--- config.mk ---
export PLATFORM = sky130hd
export DESIGN_NAME = rf_port_arbiter_flat
export DESIGN_NICKNAME = d
export VERILOG_FILES = /design/src/rtl/rf_port_arbiter_pkg.sv /design/src/rtl/rf_port_arbiter_if.sv /design/src/rtl/rf_port_arbiter_rr_arbiter.sv /design/src/rtl/rf_port_arbiter.sv /design/src/flat_wrapper.sv
export SDC_FILE = /design/constraint.sdc
export NUM_CORES = 1
export LEC_CHECK = 0
export ABC_CLOCK_PERIOD_IN_PS = 3700
export CAP_MARGIN = 20
export CORE_AREA = 2 2 150 152
export DETAILED_ROUTE_END_ITERATION = 12
export DIE_AREA = 0 0 152 154
export PLACE_DENSITY = 0.45
export SLEW_MARGIN = 5
export SYNTH_ARGS = -nofsm -noshare
export SYNTH_HDL_FRONTEND = slang
export SYNTH_HIERARCHICAL = 1
export SYNTH_SLANG_ARGS = --single-unit
--- constraint.sdc ---
create_clock -name clk -period 3.7 [get_ports clk]
set_input_delay 0.37 -clock clk [delete_from_list [all_inputs] [get_ports clk]]
set_output_delay 0.37 -clock clk [all_outputs]
set_load 0.02 [all_outputs]
--- src/rtl/rf_port_arbiter_pkg.sv ---
// Shared definitions for the register-file port arbiter.
//   REG_IDX_W / DATA_W : register index and data widths of the 32x32 file
//   FLAT_IDX_W         : width of the widest flattened index bus (8 requesters)
//   state_e            : arbiter FSM states
//   idx_field()        : pulls one requester's 5-bit index out of a flat bus
package rf_arb_pkg;

   localparam int REG_IDX_W  = 5;
   localparam int DATA_W     = 32;
   localparam int MAX_REQ    = 8;
   localparam int FLAT_IDX_W = MAX_REQ * REG_IDX_W;

   typedef enum logic [0:0] {
      ST_RUN   = 1'b0,
      ST_CLEAR = 1'b1
   } state_e;

   // Requester sel owns bits [5*sel+4 : 5*sel]; the caller zero-extends its
   // bus to FLAT_IDX_W so one function serves every NUM_REQ.
   function automatic logic [REG_IDX_W-1:0] idx_field(input logic [FLAT_IDX_W-1:0] flat,
                                                      input int                    sel);
      idx_field = REG_IDX_W'(flat >> (sel * REG_IDX_W));
   endfunction

endpackage

--- src/rtl/rf_port_arbiter_if.sv ---
// Requester-side bus of the register-file port arbiter.
//   req_valid/req_ready : per-requester handshake, one-hot ready
//   req_rs/rt/rd        : flattened 5-bit indices, requester i at [5i+4:5i]
//   req_we/req_wdata    : write request and flattened 32-bit write data
//   resp_valid/resp_id  : read response strobe and owning requester
//   resp_data1/2        : read operands
// master = requester side, slave = arbiter side.
interface rf_port_arbiter_if #(
   parameter int NUM_REQ = 4,
   parameter int ID_W    = 2
);
   import rf_arb_pkg::*;

   logic [NUM_REQ-1:0]           req_valid;
   logic [NUM_REQ-1:0]           req_ready;
   logic [NUM_REQ*REG_IDX_W-1:0] req_rs;
   logic [NUM_REQ*REG_IDX_W-1:0] req_rt;
   logic [NUM_REQ*REG_IDX_W-1:0] req_rd;
   logic [NUM_REQ-1:0]           req_we;
   logic [NUM_REQ*DATA_W-1:0]    req_wdata;
   logic                         resp_valid;
   logic [ID_W-1:0]              resp_id;
   logic [DATA_W-1:0]            resp_data1;
   logic [DATA_W-1:0]            resp_data2;

   modport master (
      output req_valid, req_rs, req_rt, req_rd, req_we, req_wdata,
      input  req_ready, resp_valid, resp_id, resp_data1, resp_data2
   );

   modport slave (
      input  req_valid, req_rs, req_rt, req_rd, req_we, req_wdata,
      output req_ready, resp_valid, resp_id, resp_data1, resp_data2
   );

endinterface

--- src/rtl/rf_port_arbiter_rr_arbiter.sv ---
// Combinational round-robin arbiter.
//   req     : request vector
//   ptr     : index searched first; the search wraps N-1 -> 0
//   gnt     : one-hot grant
//   gnt_id  : encoded index of the grant
//   gnt_any : some request was granted
module rr_arbiter #(
   parameter int N    = 4,
   parameter int ID_W = 2
) (
   input  logic [N-1:0]    req,
   input  logic [ID_W-1:0] ptr,
   output logic [N-1:0]    gnt,
   output logic [ID_W-1:0] gnt_id,
   output logic            gnt_any
);

   int              idx;
   logic [ID_W-1:0] sel;

   always_comb begin
      gnt     = '0;
      gnt_id  = '0;
      gnt_any = 1'b0;
      idx     = 0;
      sel     = '0;
      for (int k = 0; k < N; k++) begin
         idx = int'(ptr) + k;
         if (idx >= N) idx = idx - N;
         sel = idx[ID_W-1:0];
         if (!gnt_any && req[sel]) begin
            gnt[sel] = 1'b1;
            gnt_id   = sel;
            gnt_any  = 1'b1;
         end
      end
   end

endmodule

--- src/rtl/rf_port_arbiter.sv ---
// Shares one read-pair / one write-port 32x32 register file between NUM_REQ
// requesters. One round-robin grant per cycle drives the file's address,
// write enable and write data combinationally; the registered read data comes
// back one cycle later tagged with the requester ID. A clear_req pulse runs a
// one-cycle whole-file clear (rf_reset) during which nothing is granted.
//
// Ports:
//   clk, reset           : clock, synchronous active-high reset
//   bus (slave)          : requester handshake, request fields and response
//   clear_req            : pulse requesting a register-file clear
//   clear_busy           : a clear is pending or executing
//   rf_regs/regt/regd    : register-file addresses
//   rf_regWrite          : register-file write enable
//   rf_reset             : register-file clear strobe (also high in reset)
//   rf_dataWrite         : register-file write data
//   rf_reg1/rf_reg2      : register-file read data, already registered
//
// Build option RF_ZERO_REG_EN: register 0 reads as zero and ignores writes.
module rf_port_arbiter
   import rf_arb_pkg::*;
#(
   parameter int NUM_REQ = 4,
   parameter int ID_W    = 2
) (
   input  logic                 clk,
   input  logic                 reset,
   rf_port_arbiter_if.slave     bus,
   input  logic                 clear_req,
   output logic                 clear_busy,
   output logic [REG_IDX_W-1:0] rf_regs,
   output logic [REG_IDX_W-1:0] rf_regt,
   output logic [REG_IDX_W-1:0] rf_regd,
   output logic                 rf_regWrite,
   output logic                 rf_reset,
   output logic [DATA_W-1:0]    rf_dataWrite,
   input  logic [DATA_W-1:0]    rf_reg1,
   input  logic [DATA_W-1:0]    rf_reg2
);

   state_e               state;
   logic                 clear_pend;
   logic [ID_W-1:0]      ptr;
   logic                 arb_en;
   logic [NUM_REQ-1:0]   req_p0;
   logic [NUM_REQ-1:0]   gnt_p0;
   logic [ID_W-1:0]      gnt_id_p0;
   logic                 gnt_any_p0;
   logic [FLAT_IDX_W-1:0] rs_flat;
   logic [FLAT_IDX_W-1:0] rt_flat;
   logic [FLAT_IDX_W-1:0] rd_flat;
   logic                 vld_p1;
   logic [ID_W-1:0]      id_p1;
   logic                 resp_ok;
`ifdef RF_ZERO_REG_EN
   logic [REG_IDX_W-1:0] rs_p1;
   logic [REG_IDX_W-1:0] rt_p1;
`endif

   // ---- stage p0: arbitration and register-file drive ----
   // A latched clear blocks grants in the RUN cycle before its CLEAR too.
   assign arb_en = ~reset & (state == ST_RUN) & ~clear_pend;
   assign req_p0 = bus.req_valid & {NUM_REQ{arb_en}};

   rr_arbiter #(.N(NUM_REQ), .ID_W(ID_W)) u_rr (
      .req     (req_p0),
      .ptr     (ptr),
      .gnt     (gnt_p0),
      .gnt_id  (gnt_id_p0),
      .gnt_any (gnt_any_p0)
   );

   assign bus.req_ready = gnt_p0;

   assign rs_flat = FLAT_IDX_W'(bus.req_rs);
   assign rt_flat = FLAT_IDX_W'(bus.req_rt);
   assign rd_flat = FLAT_IDX_W'(bus.req_rd);

   always_comb begin
      rf_regs      = '0;
      rf_regt      = '0;
      rf_regd      = '0;
      rf_regWrite  = 1'b0;
      rf_dataWrite = '0;
      for (int i = 0; i < NUM_REQ; i++) begin
         if (gnt_p0[i]) begin
            rf_regs      = idx_field(rs_flat, i);
            rf_regt      = idx_field(rt_flat, i);
            rf_regd      = idx_field(rd_flat, i);
            rf_regWrite  = bus.req_we[i];
            rf_dataWrite = DATA_W'(bus.req_wdata >> (i * DATA_W));
         end
      end
`ifdef RF_ZERO_REG_EN
      if (rf_regd == '0) rf_regWrite = 1'b0;
`endif
   end

   always_ff @(posedge clk) begin
      if (reset) begin
         ptr <= '0;
      end else if (gnt_any_p0) begin
         ptr <= (gnt_id_p0 == ID_W'(NUM_REQ - 1)) ? '0 : gnt_id_p0 + 1'b1;
      end
   end

   // CLEAR lasts one cycle; a clear_req seen during it is held in clear_pend
   // and re-enters CLEAR after one blocked RUN cycle.
   always_ff @(posedge clk) begin
      if (reset) begin
         state      <= ST_RUN;
         clear_pend <= 1'b0;
      end else begin
         case (state)
            ST_RUN: begin
               if (clear_req || clear_pend) begin
                  state      <= ST_CLEAR;
                  clear_pend <= 1'b0;
               end
            end
            ST_CLEAR: begin
               state <= ST_RUN;
               if (clear_req) clear_pend <= 1'b1;
            end
            default: state <= ST_RUN;
         endcase
      end
   end

   assign clear_busy = ~reset & ((state == ST_CLEAR) | clear_pend);
   assign rf_reset   = reset | (state == ST_CLEAR);

   // ---- stage p1: response, data comes straight from the registered file ----
   always_ff @(posedge clk) begin
      if (reset) vld_p1 <= 1'b0;
      else       vld_p1 <= gnt_any_p0;
   end

   always_ff @(posedge clk) begin
      id_p1 <= gnt_id_p0;
`ifdef RF_ZERO_REG_EN
      rs_p1 <= rf_regs;
      rt_p1 <= rf_regt;
`endif
   end

   // Reset also masks a response that was already in flight.
   assign resp_ok        = vld_p1 & ~reset;
   assign bus.resp_valid = resp_ok;
   assign bus.resp_id    = resp_ok ? id_p1 : '0;
`ifdef RF_ZERO_REG_EN
   assign bus.resp_data1 = (resp_ok && rs_p1 != '0) ? rf_reg1 : '0;
   assign bus.resp_data2 = (resp_ok && rt_p1 != '0) ? rf_reg2 : '0;
`else
   assign bus.resp_data1 = resp_ok ? rf_reg1 : '0;
   assign bus.resp_data2 = resp_ok ? rf_reg2 : '0;
`endif

endmodule

--- src/flat_wrapper.sv ---
// flat-port wrapper written by rule: the top's interface ports become plain ports
module rf_port_arbiter_flat import rf_arb_pkg::*;
#(
   parameter int NUM_REQ = 4,
   parameter int ID_W    = 2
)
  (clk, reset, clear_req, clear_busy, rf_regs, rf_regt, rf_regd, rf_regWrite, rf_reset, rf_dataWrite, rf_reg1, rf_reg2, bus_req_valid, bus_req_rs, bus_req_rt, bus_req_rd, bus_req_we, bus_req_wdata, bus_req_ready, bus_resp_valid, bus_resp_id, bus_resp_data1, bus_resp_data2);
  rf_port_arbiter_if #(.NUM_REQ(NUM_REQ), .ID_W(ID_W)) bus_i ();
  input  logic clk;
  input  logic reset;
  input  logic clear_req;
  output logic clear_busy;
  output logic [REG_IDX_W-1:0] rf_regs;
  output logic [REG_IDX_W-1:0] rf_regt;
  output logic [REG_IDX_W-1:0] rf_regd;
  output logic rf_regWrite;
  output logic rf_reset;
  output logic [DATA_W-1:0] rf_dataWrite;
  input  logic [DATA_W-1:0] rf_reg1;
  input  logic [DATA_W-1:0] rf_reg2;
  input wire logic [$bits(bus_i.req_valid)-1:0] bus_req_valid;
  input wire logic [$bits(bus_i.req_rs)-1:0] bus_req_rs;
  input wire logic [$bits(bus_i.req_rt)-1:0] bus_req_rt;
  input wire logic [$bits(bus_i.req_rd)-1:0] bus_req_rd;
  input wire logic [$bits(bus_i.req_we)-1:0] bus_req_we;
  input wire logic [$bits(bus_i.req_wdata)-1:0] bus_req_wdata;
  output wire logic [$bits(bus_i.req_ready)-1:0] bus_req_ready;
  output wire logic [$bits(bus_i.resp_valid)-1:0] bus_resp_valid;
  output wire logic [$bits(bus_i.resp_id)-1:0] bus_resp_id;
  output wire logic [$bits(bus_i.resp_data1)-1:0] bus_resp_data1;
  output wire logic [$bits(bus_i.resp_data2)-1:0] bus_resp_data2;
  assign bus_i.req_valid = bus_req_valid;
  assign bus_i.req_rs = bus_req_rs;
  assign bus_i.req_rt = bus_req_rt;
  assign bus_i.req_rd = bus_req_rd;
  assign bus_i.req_we = bus_req_we;
  assign bus_i.req_wdata = bus_req_wdata;
  assign bus_req_ready = bus_i.req_ready;
  assign bus_resp_valid = bus_i.resp_valid;
  assign bus_resp_id = bus_i.resp_id;
  assign bus_resp_data1 = bus_i.resp_data1;
  assign bus_resp_data2 = bus_i.resp_data2;
  rf_port_arbiter #(.NUM_REQ(NUM_REQ), .ID_W(ID_W)) u_core (.clk(clk), .reset(reset), .bus(bus_i), .clear_req(clear_req), .clear_busy(clear_busy), .rf_regs(rf_regs), .rf_regt(rf_regt), .rf_regd(rf_regd), .rf_regWrite(rf_regWrite), .rf_reset(rf_reset), .rf_dataWrite(rf_dataWrite), .rf_reg1(rf_reg1), .rf_reg2(rf_reg2));
endmodule
==> metrics.md <==
| Metric | Value |
|---|---|
| Vias in the first global route | 4176 |
| FF+latch count, synth | 7 |
| Seq pwr share | 2.3% |
| Clk Latency, worst-skew pair | approximately 230 ps |
| Reg2reg path depth | 12 |
| Net Count, Synth | between 500 and 600 |
| Register area | 141 um2 |
| Run status | finished, final reports clean |
| Critical-path cell list | clkdlybuf4s50_1, and2_4, mux4_2, nor4b_4, buf_4, buf_4, a22oi_1, o21ai_1, buf_4, nand2b_4, buf_16, o22ai_1, a21oi_2, buf_2 |
| Worst Path Buf+Inv | 6 |
| Rows | 54 |
| TritonRoute pass-1 iters | 5 |
| Wire per inst | 18.9 um |
| Largest net degree at the start of global routing | 68 |
| Critical path class | primary input to output port |
| Power per cell area | 672 nW/um2 |
| Die Width | 152 um |
| Rel. slew slack | roughly two thirds |
| Gpl congestion | 0.991 |
| Vias/cell | 4.20 |
| Hold Crit Class | register to register |
| Final core occ | between 30% and 40% |
| Final nets | between 900 and 1k |
| Clock transition at path regs | ~30 ps |
| Fill cell count | 2281 |
| CP top delay family | buffers and inverters |
| Max cap viols | 0 |
| Die H | 154 um |
| Clk root buf | clkbuf_16 |
| Switching share of power | about half |
| Area leader, netlist | and2_1 |
| Critical path depth in cells | 14 |
| Cts bufs inserted | 3 |
| H-Tree Depth | 1 |
| Vias | between 4k and 5k |
| Slew Limit Fails | 0 |
| FMAX | 285 MHz |
| CP max-delay cell | mux4_2 |
| NetSw | between 2 and 2.5 mW |
| Initial Util | 10.1% |
| Post-CTS Hold Buffers | 0 |
| Area Growth Syn to Fin | 214% |
| Fin Clk Skew | 1.11 ps |
| Critical path required time | 3330 ps |
| Final Hold Viols | 0 |
| Actual slew at the worst max-slew pin | 478 ps |
| ANT nets after route | 0 |
| Worst path most repeated cell | buf_4 |
| WP data arrival | 3140 ps |
| DP HPWL | 14.8 mm |
| Combinational power share | a little over nine tenths |
| Iter 0 DRT Violations | 307 |
| Fin Hold WS | 486 ps |
| Instance count of the mapped netlist | about 320 |
| Yosys top cell area share | 19.9% |
| Syn Area/Cell | between 6 and 7 um2 |
| Cell variety after synth | 35 |
| Final setup viols | 0 |
| GRT Total Usage | around 15% |
| Ranking of synthesized cells by area | and2_1, a22oi_1, o22ai_1 |
| First-pass GRT wire length | 27.0 mm |
| Design internal power | 2.26 mW |
| Quantity of I/O buffers inserted on ports | 383 |
| Hold depth | 1 |
| CTS Buffer Depth | 2 |
| Setup crit start kind | primary input |
| Grt ovf | 0 |
| Critical Path Max Stage Delay | 510 ps |
| Antenna violations before repair | 1 |
| Crit-path max FO | 11 |
| Clock power frac | ~3.9% |
| Sequential cell area fraction in the yosys report | 6.37% |
| CTS sink cnt | 7 |
| Post-Route WL | 19.0 mm |
| Die Area | between 20000 and 25000 um2 |
| Drt drc | 0 |
| Tmin final | 3510 ps |
| Core footprint | 21700 um2 |
| CTS tree | yes |
| Mapped Area | 2200 um2 |
| Yosys Warn Count | 6 |
| Layout cell share with drive strength beyond 1 | 19.8% |
| IO Pins | 384 |
| VDD IR-drop max | 0.282 mV |
| Lkg Pwr | 2.70 nW |
| CP Capture Type | output port |
| Tcrit/Tclk final | 94.9% |
| Area occupied by multi-input gates | 1970 um2 |
## layer usage
layer	wire (um)	track usage (%)
met1	7530	17.7
met5	0	0
met3	1150	2.42
met4	316	3.12
met2	10000	27.4
## final cells by class
cell class	instances	share of cell area (%)
repair buffers	440	62.9
flip-flops and latches	7	2.05
multi-input cells	272	28.5
inverters	5	0.272
diodes	1	0.0362
clock buffers	4	1.14
well taps	280	5.07
## stage by stage
stage | setup TNS (ps) | cell area [um2] | worst slack (ps) | total power, mW | cells
global placement | -19810 | 6590 | -465 | 4.41 | 986
CTS | -1010 | 6790 | -96.1 | 4.55 | 1005
finish | 0 | 6910 | 189 | 4.64 | 1009
global route | -9.38 | 6910 | -5.02 | 4.91 | 1009
detailed placement | -22480 | 6590 | -531 | 4.41 | 986
floorplan | 0 | 2200 | 32.6 | 2.22 | 319
## final timing paths
check	start	end	slack, ps
worst max-delay path	bus_req_valid[3]	rf_dataWrite[5]	190
worst max register to register	u_core/state	u_core/ptr[1]	1080
worst min register to register	u_core/state	u_core/clear_pend	490
worst min-delay path	u_core/state	u_core/clear_pend	490
## power groups by stage
stage | logic [mW] | registers [mW] | clock network, mW
floorplan | 2.11 | 0.111 | 0
global placement | 4.31 | 0.106 | 0
detailed placement | 4.30 | 0.106 | 0
CTS | 4.26 | 0.105 | 0.187
global route | 4.61 | 0.107 | 0.193
finish | 4.36 | 0.105 | 0.182
## cell usage in the layout (no fill, tap or decap), types with 6 or more instances in the layout
cell             netlist  routed
clkdlybuf4s50_1        0     329
and2_1                70      66
buf_4                  8      57
a22oi_1               55      53
a21oi_1               46      44
o22ai_1               47      36
buf_2                 11      30
o22ai_2                0      11
nor2_1                12      10
buf_12                 0       8
ha_1                   6       6
dfxtp_1                7       6
## registers in the layout (all words and copies together) (netlist names)
name               count
u_core/ptr             2
u_core/clear_pend      1
u_core/state           1
u_core/vld_p1          1
u_core/id_p1           2
## cell usage after synthesis, drive strengths merged
cell     n
and2    70
a22oi   55
o22ai   47
a21oi   46
buf     22
clkbuf  13
nor2    12
dfxtp    7
ha       6
inv      5
o21ai    5
mux2i    4
mux4     4
nor2b    4
nand2b   3
nor3b    2
a221oi   1
a31oi    1
a32o     1
and2b    1
mux2     1
nand2    1
nand3b   1
nor3     1
nor4     1
nor4b    1
o211ai   1
o221ai   1
o31ai    1
or2      1
## cells by family after synthesis
kind of cell / Yosys count / synth area share (%)
compound gates: 159 / 45.9
simple gates: 98 / 27.5
buf+inv: 40 / 10.0
mux: 9 / 6.77
flops: 7 / 6.37
fa+ha+maj: 6 / 3.41
## timing repair
item                                    in CTS  in global routing
cloned                                       7                  1
pin swaps                                    4                  3
gates resized for setup                    227                 21
endpoints found under the setup margin      49                 50
setup buffers                                8                  3
Note: power is estimated with default switching activity, not from simulation.
